===== src/rtl/opcode_assembler.sv =====
// Rebuilds 32-bit addresses from instruction/absolute 16-bit halves and
// queues them in a small output FIFO with valid/ready on both sides.
package definitions;
    typedef logic [15:0] word_t;
    typedef logic [31:0] dword_t;
endpackage

// Handshake rule on both ports: a transfer happens on a rising edge where
// valid && ready are both high; valid never waits on ready.
module opcode_assembler
    import definitions::*;
#(
    parameter int DEPTH = 2
) (
    input  logic                       clk,
    input  logic                       reset,
    input  logic                       in_valid,
    output logic                       in_ready,
    input  word_t                      in_word,
    input  logic                       in_first,
    output logic                       out_valid,
    input  logic                       out_ready,
    output dword_t                     address,
    output logic [$clog2(DEPTH+1)-1:0] count,
    output logic                       sync_err,
    output logic                       dbg_state
);

    localparam int CW = $clog2(DEPTH + 1);
    localparam int PW = $clog2(DEPTH);

    typedef enum logic {
        WAIT_HI = 1'b0,
        WAIT_LO = 1'b1
    } state_t;

    state_t          r_state;
    state_t          w_next_state;
    word_t           r_hi;
    dword_t          r_mem [DEPTH];
    logic [PW-1:0]   r_wr_ptr;
    logic [PW-1:0]   r_rd_ptr;
    logic [CW-1:0]   r_count;
    logic            r_sync_err;

    logic            w_in_fire;
    logic            w_load_hi;
    logic            w_push;
    logic            w_pop;
    logic            w_err;

    // in_ready looks only at registered state, so a pop never frees a slot
    // for a low half in the same cycle.
    assign in_ready  = (r_state == WAIT_HI) || (r_count < CW'(DEPTH));
    assign w_in_fire = in_valid && in_ready;
    assign out_valid = (r_count != '0);
    assign w_pop     = out_valid && out_ready;
    assign address   = out_valid ? r_mem[r_rd_ptr] : '0;
    assign count     = r_count;
    assign sync_err  = r_sync_err;
    assign dbg_state = r_state;

    always_comb begin
        w_next_state = r_state;
        w_load_hi    = 1'b0;
        w_push       = 1'b0;
        w_err        = 1'b0;
        case (r_state)
            WAIT_HI: begin
                if (w_in_fire) begin
                    if (in_first) begin
                        w_load_hi    = 1'b1;
                        w_next_state = WAIT_LO;
                    end else begin
                        w_err = 1'b1;
                    end
                end
            end
            WAIT_LO: begin
                if (w_in_fire) begin
                    if (in_first) begin
                        // A fresh high half replaces the stale one.
                        w_load_hi = 1'b1;
                        w_err     = 1'b1;
                    end else begin
                        w_push       = 1'b1;
                        w_next_state = WAIT_HI;
                    end
                end
            end
            default: w_next_state = WAIT_HI;
        endcase
    end

    always_ff @(posedge clk) begin
        if (reset) begin
            r_state    <= WAIT_HI;
            r_hi       <= '0;
            r_wr_ptr   <= '0;
            r_rd_ptr   <= '0;
            r_count    <= '0;
            r_sync_err <= 1'b0;
        end else begin
            r_state    <= w_next_state;
            r_sync_err <= w_err;
            if (w_load_hi) begin
                r_hi <= in_word;
            end
            if (w_push) begin
                r_wr_ptr <= (r_wr_ptr == PW'(DEPTH - 1)) ? '0 : r_wr_ptr + 1'b1;
            end
            if (w_pop) begin
                r_rd_ptr <= (r_rd_ptr == PW'(DEPTH - 1)) ? '0 : r_rd_ptr + 1'b1;
            end
            case ({w_push, w_pop})
                2'b10:   r_count <= r_count + 1'b1;
                2'b01:   r_count <= r_count - 1'b1;
                default: r_count <= r_count;
            endcase
        end
    end

    // Storage needs no reset: address is masked to zero while the FIFO is empty.
    always_ff @(posedge clk) begin
        if (w_push) begin
            r_mem[r_wr_ptr] <= {r_hi, in_word};
        end
    end

endmodule


===== config.mk =====
export PLATFORM = sky130hd
export DESIGN_NAME = opcode_assembler
export DESIGN_NICKNAME = d
export VERILOG_FILES = /design/src/rtl/opcode_assembler.sv
export SDC_FILE = /design/constraint.sdc
export NUM_CORES = 1
export LEC_CHECK = 0
export ABC_AREA = 1
export BUFFER_PORTS_ARGS = -buffer_cell sky130_fd_sc_hd__buf_2
export CELL_PAD_IN_SITES_DETAIL_PLACEMENT = 0
export CELL_PAD_IN_SITES_GLOBAL_PLACEMENT = 2
export CORE_MARGIN = 2
export CORE_UTILIZATION = 36
export DETAILED_ROUTE_END_ITERATION = 12
export HOLD_SLACK_MARGIN = 0.03
export PLACE_DENSITY_LB_ADDON = 0.1
export SETUP_SLACK_MARGIN = 0.5
export SYNTH_ARGS = -nofsm -noshare
export SYNTH_HDL_FRONTEND = slang
export SYNTH_SLANG_ARGS = --single-unit

===== constraint.sdc =====
create_clock -name clk -period 6.1 [get_ports clk]
set_clock_uncertainty 0.2 [all_clocks]
set_input_delay 1.22 -clock clk [delete_from_list [all_inputs] [get_ports clk]]
set_output_delay 1.22 -clock clk [all_outputs]
set_load 0.02 [all_outputs]

==> results.py, run 1 <==
metrics = {
    "clock_tree": {
        "post_cts.repair.setup_buffers": 0,
        "clk-insertion-delay-late_ps": 340,
        "cts_resized": 0,
        "postCtsHoldBufs": 0,
        "root_buffer": "clkbuf_8",
        "cts.htree.levels": 3,
        "clk_pin_slew_worst_paths_ps": 80,
        "numCtsBuffers": 9,
        "cts_tree": "built",
        "cts.sinks": 87,
        "clockBufferDepth": 2,
    },
    "floorplan": {
        "start_util_pct": 36.5,
        "ios": 59,
        "die-area_um2": 10000,
        "core_area_um2": 9110,
        "fp.dieH_um": 100,
        "num_rows": 35,
        "die-width_um": 100,
    },
    "critical_path": {
        "end_kind": "output port",
        "cp_top_family": "buffers and inverters",
        "worst-path-buf-inv": 2,
        "crit_required_ps": 4680,
        "path_cells": "inv_1 -> nand2_1 -> a21oi_1 -> buf_2",
        "crit_arrival_ps": 1840,
        "crit_fanout": 32,
        "timing.rr.start": "count[1]$_SDFFE_PP0P_",
        "critPathKind": "flip-flop to output port",
        "crit_path_top_delay_cell": "inv_1",
        "start_kind": "flip-flop",
        "cp_slowest_stage_delay_ps": 680,
    },
    "detailed_routing": {
        "drtPass1Iterations": 4,
        "wl_mm": 7.05,
        "viasPerCell": 4.81,
        "final_antenna_net_count": 0,
        "drc": 0,
        "drt-met1-wl_mm": 3.50,
        "top_layer_used": "met4",
        "dr_wl_met3_um": 285,
        "dr_wl_met2_mm": 3.16,
        "first_iter_violations": 157,
        "num_vias": 2223,
        "wire_per_inst_um": 15.3,
    },
    "grt": {
        "grt_max_degree": 35,
        "grt_pass1_wl_mm": 11.5,
        "grt_pass1_vias": 2175,
        "grtUsageTotal_pct": 15.1,
        "grt.overflow.total": 0,
        "antenna_found_initial": 0,
    },
    "synth": {
        "seq_area_frac_synth_pct": 71.7,
        "syn_area_um2": 3320,
        "synth.distinct_cells": 20,
        "synth_top_family_by_area": "simple AND/OR/NAND/NOR gates",
        "avgSynthCellArea_um2": 11.4,
        "synth.mux.area_fraction_pct": 0,
        "synthSimpleGateAreaFrac_pct": 15.1,
        "synth_cells": 291,
        "ys_seq_elements": 87,
        "synth_xor_xnor_area_share_pct": 0,
        "synth_compound_area_share_pct": 8.47,
        "ys.warnings.count": 0,
        "synth_fa_ha_area_share_pct": 0.377,
        "synth_nets": 313,
    },
    "placement": {
        "gp_congestion": 0.683,
        "io_buffers": 58,
        "dp_hpwl_mm": 4.43,
    },
    "finish": {
        "layout_commonest_cell": "nand2_1",
        "layout_common_cells": "nand2_1 (87), edfxtp_1 (64), buf_2 (58), a21oi_1 (50), dfxtp_1 (23)",
        "syn_to_final_growth_pct": 17.1,
        "insertedDiodeCount": 0,
        "nNetsFinal": 368,
        "drive_gt1_share_pct": 23.1,
    },
    "min_path": {
        "hold_path_class": "flip-flop to flip-flop",
        "min-delay-start": "r_hi[11]$_SDFFE_PP0P_",
    },
    "timing": {
        "max_slew_margin_pct": 36.2,
        "fin_crit_ps": 3260,
        "max_freq_mhz": 307,
        "setup_viol": 0,
        "rsz0062_at_grt": "false",
        "hold_viol_final": 0,
        "tightest_slew_ps": 956,
        "setup_tns_ps": 0,
        "maxSlewViolCount": 0,
        "fin_crit_sh_pct": 53.4,
    },
    "run": {
        "max_cap_violations": 0,
    },
    "power_and_ir_drop": {
        "leakage_nw": 1.52,
        "p_per_area_nw_per_um2": 305,
        "design_power_total_mw": 1.18,
        "peakVddDrop_mv": 0.110,
    },
    "status": {
        "status": "finished, final reports clean",
    },
}
power by group:
group          switching (mW)  internal, mW
clock                   0.196         0.198
sequential            0.00789         0.648
combinational          0.0955        0.0400
area by class of cell:
| class | count | area [um^2] |
|---|---|---|
| repair buffers | 62 | 320 |
| multi-input cells | 173 | 802 |
| clock inverters | 6 | 60.1 |
| inverters | 13 | 48.8 |
| well taps | 111 | 139 |
| flip-flops and latches | 87 | 2380 |
| clock buffers | 10 | 138 |
| fillers | 900 | 5220 |
cell usage after synthesis:
master | count | area [um^2]
clkbuf_1 | 4 | 15.0
buf_2 | 12 | 60.1
edfxtp_1 | 64 | 1920
nand3_1 | 2 | 10.0
o21bai_1 | 1 | 7.51
nand3_4 | 1 | 17.5
ha_1 | 1 | 12.5
nand2_1 | 87 | 327
o211ai_1 | 1 | 7.51
nor2_2 | 1 | 6.26
nand4_1 | 17 | 106
buf_6 | 1 | 11.3
nor2_1 | 8 | 30.0
o21ai_0 | 2 | 10.0
buf_4 | 1 | 7.51
inv_1 | 13 | 48.8
dfxtp_1 | 23 | 460
a21oi_1 | 50 | 250
a31oi_1 | 1 | 6.26
nand2_2 | 1 | 6.26
state kept, by name, indices dropped and copies added (netlist names), named ones only:
signal,flops
count,2
sync_err,1
r_mem,64
r_hi,16
r_rd_ptr,1
r_wr_ptr,1
final timing paths:
| check | cells after the start | slack [ps] | to |
|---|---|---|---|
| setup reg to reg | 8 | 4150 | count[1]$_SDFFE_PP0P_ |
| hold reg to reg | 0 | 250 | r_mem[0][27]$_DFFE_PP_ |
| setup / recovery | 4 | 2840 | address[29] |
| hold / removal | 0 | 250 | r_mem[0][27]$_DFFE_PP_ |
logic make-up after synthesis:
logic type | Yosys count
simple gates | 117
flops | 87
buf+inv | 31
fa+ha+maj | 1
compound gates | 55
metal layers:
| layer | up-vias | GRT usage, % |
|---|---|---|
| met4 | 0 | 5.37 |
| met5 | - | 0 |
| met3 | 9 | 3.48 |
| li1 | 1117 | - |
| met1 | 1052 | 21.3 |
| met2 | 45 | 23.1 |
per-stage QoR:
stage,util (%),worst slack (ps),hold slack [ps],area [um^2],std cells
after floorplan,-,2460,226,3320,291
after global placement,40.5,3090,232,3690,446
after detailed placement,40.5,3040,235,3690,446
after CTS,42.7,2700,255,3890,462
after global routing,42.7,2580,272,3890,462
final,42.7,2840,254,3890,462
Note: power is estimated with default switching activity, not from simulation.
==> inputs of run 2 (changes only) <==
- clock period: 6.1 -> 3.1 ns (I/O delays scaled with it)
==> run 2 against run 1 <==
  * Cell count rose by 1.1%
  * Critical endpoint is now address[21]
  * Power rose by 95%
  * Global-route usage rose by 0.66 points
  * Core utilization rose by 0.26 points
  * Non-clock buffer count rose by 4
  * Combinational power rose by 110%
  * First-iteration DRC count fell by 25%
  * Clock-buffer cell count rose by 2
  * Design area rose by 0.61%
  * Wire length rose by 5.7%
==> results.py, run 2 (synthesized netlist as in run 1, its figures left out) <==
metrics = {
    "status": {
        "status": "finished, final reports clean",
    },
    "finish": {
        "final_cell_area_um2": 3910,
        "layout_commonest_cell": "nand2_1",
        "largest_reg_flops": 64,
        "top_register": "r_mem",
        "fin_util_pct": 43.0,
        "insertedDiodeCount": 0,
        "nNetsFinal": 373,
        "layout_common_cells": "nand2_1 (87), edfxtp_1 (64), buf_2 (58), a21oi_1 (50), dfxtp_1 (23)",
        "syn_to_final_growth_pct": 17.8,
        "fillers": 901,
        "drive_gt1_share_pct": 24.2,
    },
    "placement": {
        "placed_area_um2": 3720,
        "dp_hpwl_mm": 4.69,
        "io_buffers": 58,
        "gp_congestion": 0.731,
    },
    "min_path": {
        "worstHoldPathCells": 0,
        "min-delay-start": "r_hi[5]$_SDFFE_PP0P_",
        "min_to": "r_mem[1][21]$_DFFE_PP_",
        "hold_path_class": "flip-flop to flip-flop",
    },
    "power_and_ir_drop": {
        "peakVddDrop_mv": 0.251,
        "design_power_total_mw": 2.31,
        "p_per_area_nw_per_um2": 591,
        "leakage_nw": 1.54,
    },
    "grt": {
        "grt_pass1_vias": 2197,
        "grt.overflow.total": 0,
        "antenna_found_initial": 0,
        "grt_pass1_wl_mm": 11.9,
        "grtUsageTotal_pct": 15.8,
        "grt_max_degree": 35,
    },
    "critical_path": {
        "path_cells": "buf_4 -> nand2_1 -> a21oi_1 -> buf_2",
        "start_kind": "flip-flop",
        "cp_slowest_stage_delay_ps": 430,
        "reg2reg_depth": 8,
        "r2r_slack_ps": 1080,
        "critPathKind": "flip-flop to output port",
        "crit_arrival_ps": 1710,
        "crit_path_top_delay_cell": "dfxtp_1",
        "crit_required_ps": 2280,
        "crit_fanout": 32,
        "regToRegEndpoint": "count[1]$_SDFFE_PP0P_",
        "timing.rr.start": "count[1]$_SDFFE_PP0P_",
        "end_kind": "output port",
    },
    "detailed_routing": {
        "drtPass1Iterations": 4,
        "viasPerCell": 4.96,
        "final_antenna_net_count": 0,
        "wl_mm": 7.45,
        "drc": 0,
        "num_vias": 2314,
        "first_iter_violations": 118,
        "wire_per_inst_um": 16.0,
    },
    "floorplan": {
        "num_rows": 35,
        "die-area_um2": 10000,
        "fp.dieH_um": 100,
        "die-width_um": 100,
        "core_area_um2": 9110,
        "start_util_pct": 36.5,
        "ios": 59,
    },
    "timing": {
        "hold_viol_final": 0,
        "tightest_slew_ps": 459,
        "max_freq_mhz": 395,
        "max_slew_margin_pct": 69.2,
        "setup_viol": 0,
        "maxSlewViolCount": 0,
        "fin_crit_sh_pct": 81.7,
        "fin_crit_ps": 2530,
        "rsz0062_at_grt": "true",
        "setup_tns_ps": 0,
    },
    "clock_tree": {
        "cts.htree.levels": 3,
        "root_buffer": "clkbuf_8",
        "postCtsHoldBufs": 0,
        "clockBufferDepth": 2,
        "cts.sinks": 87,
        "numCtsBuffers": 9,
        "clk-insertion-delay-late_ps": 340,
        "cts_tree": "built",
        "clk_pin_slew_worst_paths_ps": 80,
    },
    "run": {
        "max_cap_violations": 0,
    },
}
## run 2: cell types whose count changed in the layout (fill, tap and decap cells not counted), sizes merged
cell,change
buf,+4
clkbuf,+2
inv,-1
## run 2: area by class of cell
type | count | area, um^2 | share of cell area [%]
Inverter | 13 | 52.6 | 1.34
Clock buffer | 12 | 135 | 3.45
Tap cell | 111 | 139 | 3.55
Clock inverter | 4 | 47.5 | 1.21
Sequential cell | 87 | 2380 | 60.9
Multi-Input combinational cell | 173 | 802 | 20.5
Timing Repair inverter | 1 | 5.00 | 0.128
Timing Repair Buffer | 66 | 350 | 8.95
## run 2: worst max path at each step
stage                              to  slack (ps)  cells past startpoint
4_1_cts                   address[18]         520                      5
3_5_place_dp   r_mem[1][14]$_DFFE_PP_         740                      4
6_report                  address[21]         570                      4
5_1_grt                   address[26]         450                      4
3_3_place_gp              address[18]         760                      5
2_1_floorplan   r_mem[0][0]$_DFFE_PP_          60                      4
## run 2: critical path: cells and delay by family, from the launching register on
kind                   cells  cell delay [ps]
flip-flops                 1              430
AO/OA/AOI/OAI              1              240
buffers and inverters      2              620
AND/OR/NAND/NOR            1               90
## run 2: repair_timing
action / 4_1_cts / 5_1_grt
gates resized for setup: 1 / 0
buffers inserted: 0 / 0
hold endpoints to repair: 0 / 0
gates cloned: 0 / 1
endpoints found under the setup margin: 14 / 13
## run 2: through the flow
stage | hold WS (ps) | setup WS [ps] | cells
2_1_floorplan | 226 | 56.0 | 291
3_3_place_gp | 237 | 763 | 450
3_5_place_dp | 239 | 741 | 450
4_1_cts | 258 | 524 | 466
5_1_grt | 266 | 446 | 467
6_report | 258 | 566 | 467
## run 2: report_power, final
part	total, mW	switching [mW]	internal (mW)
combinational	0.279	0.197	0.0816
sequential	1.29	0.0163	1.27
clock	0.744	0.373	0.371
## run 2: metal layers
layer	part of all wire (%)	up-vias	track usage, %
met5	0	-	0
met4	1.2	0	5.06
met3	3.8	8	3.34
met2	45	53	24.2
met1	50	1120	22.5
li1	-	1133	-
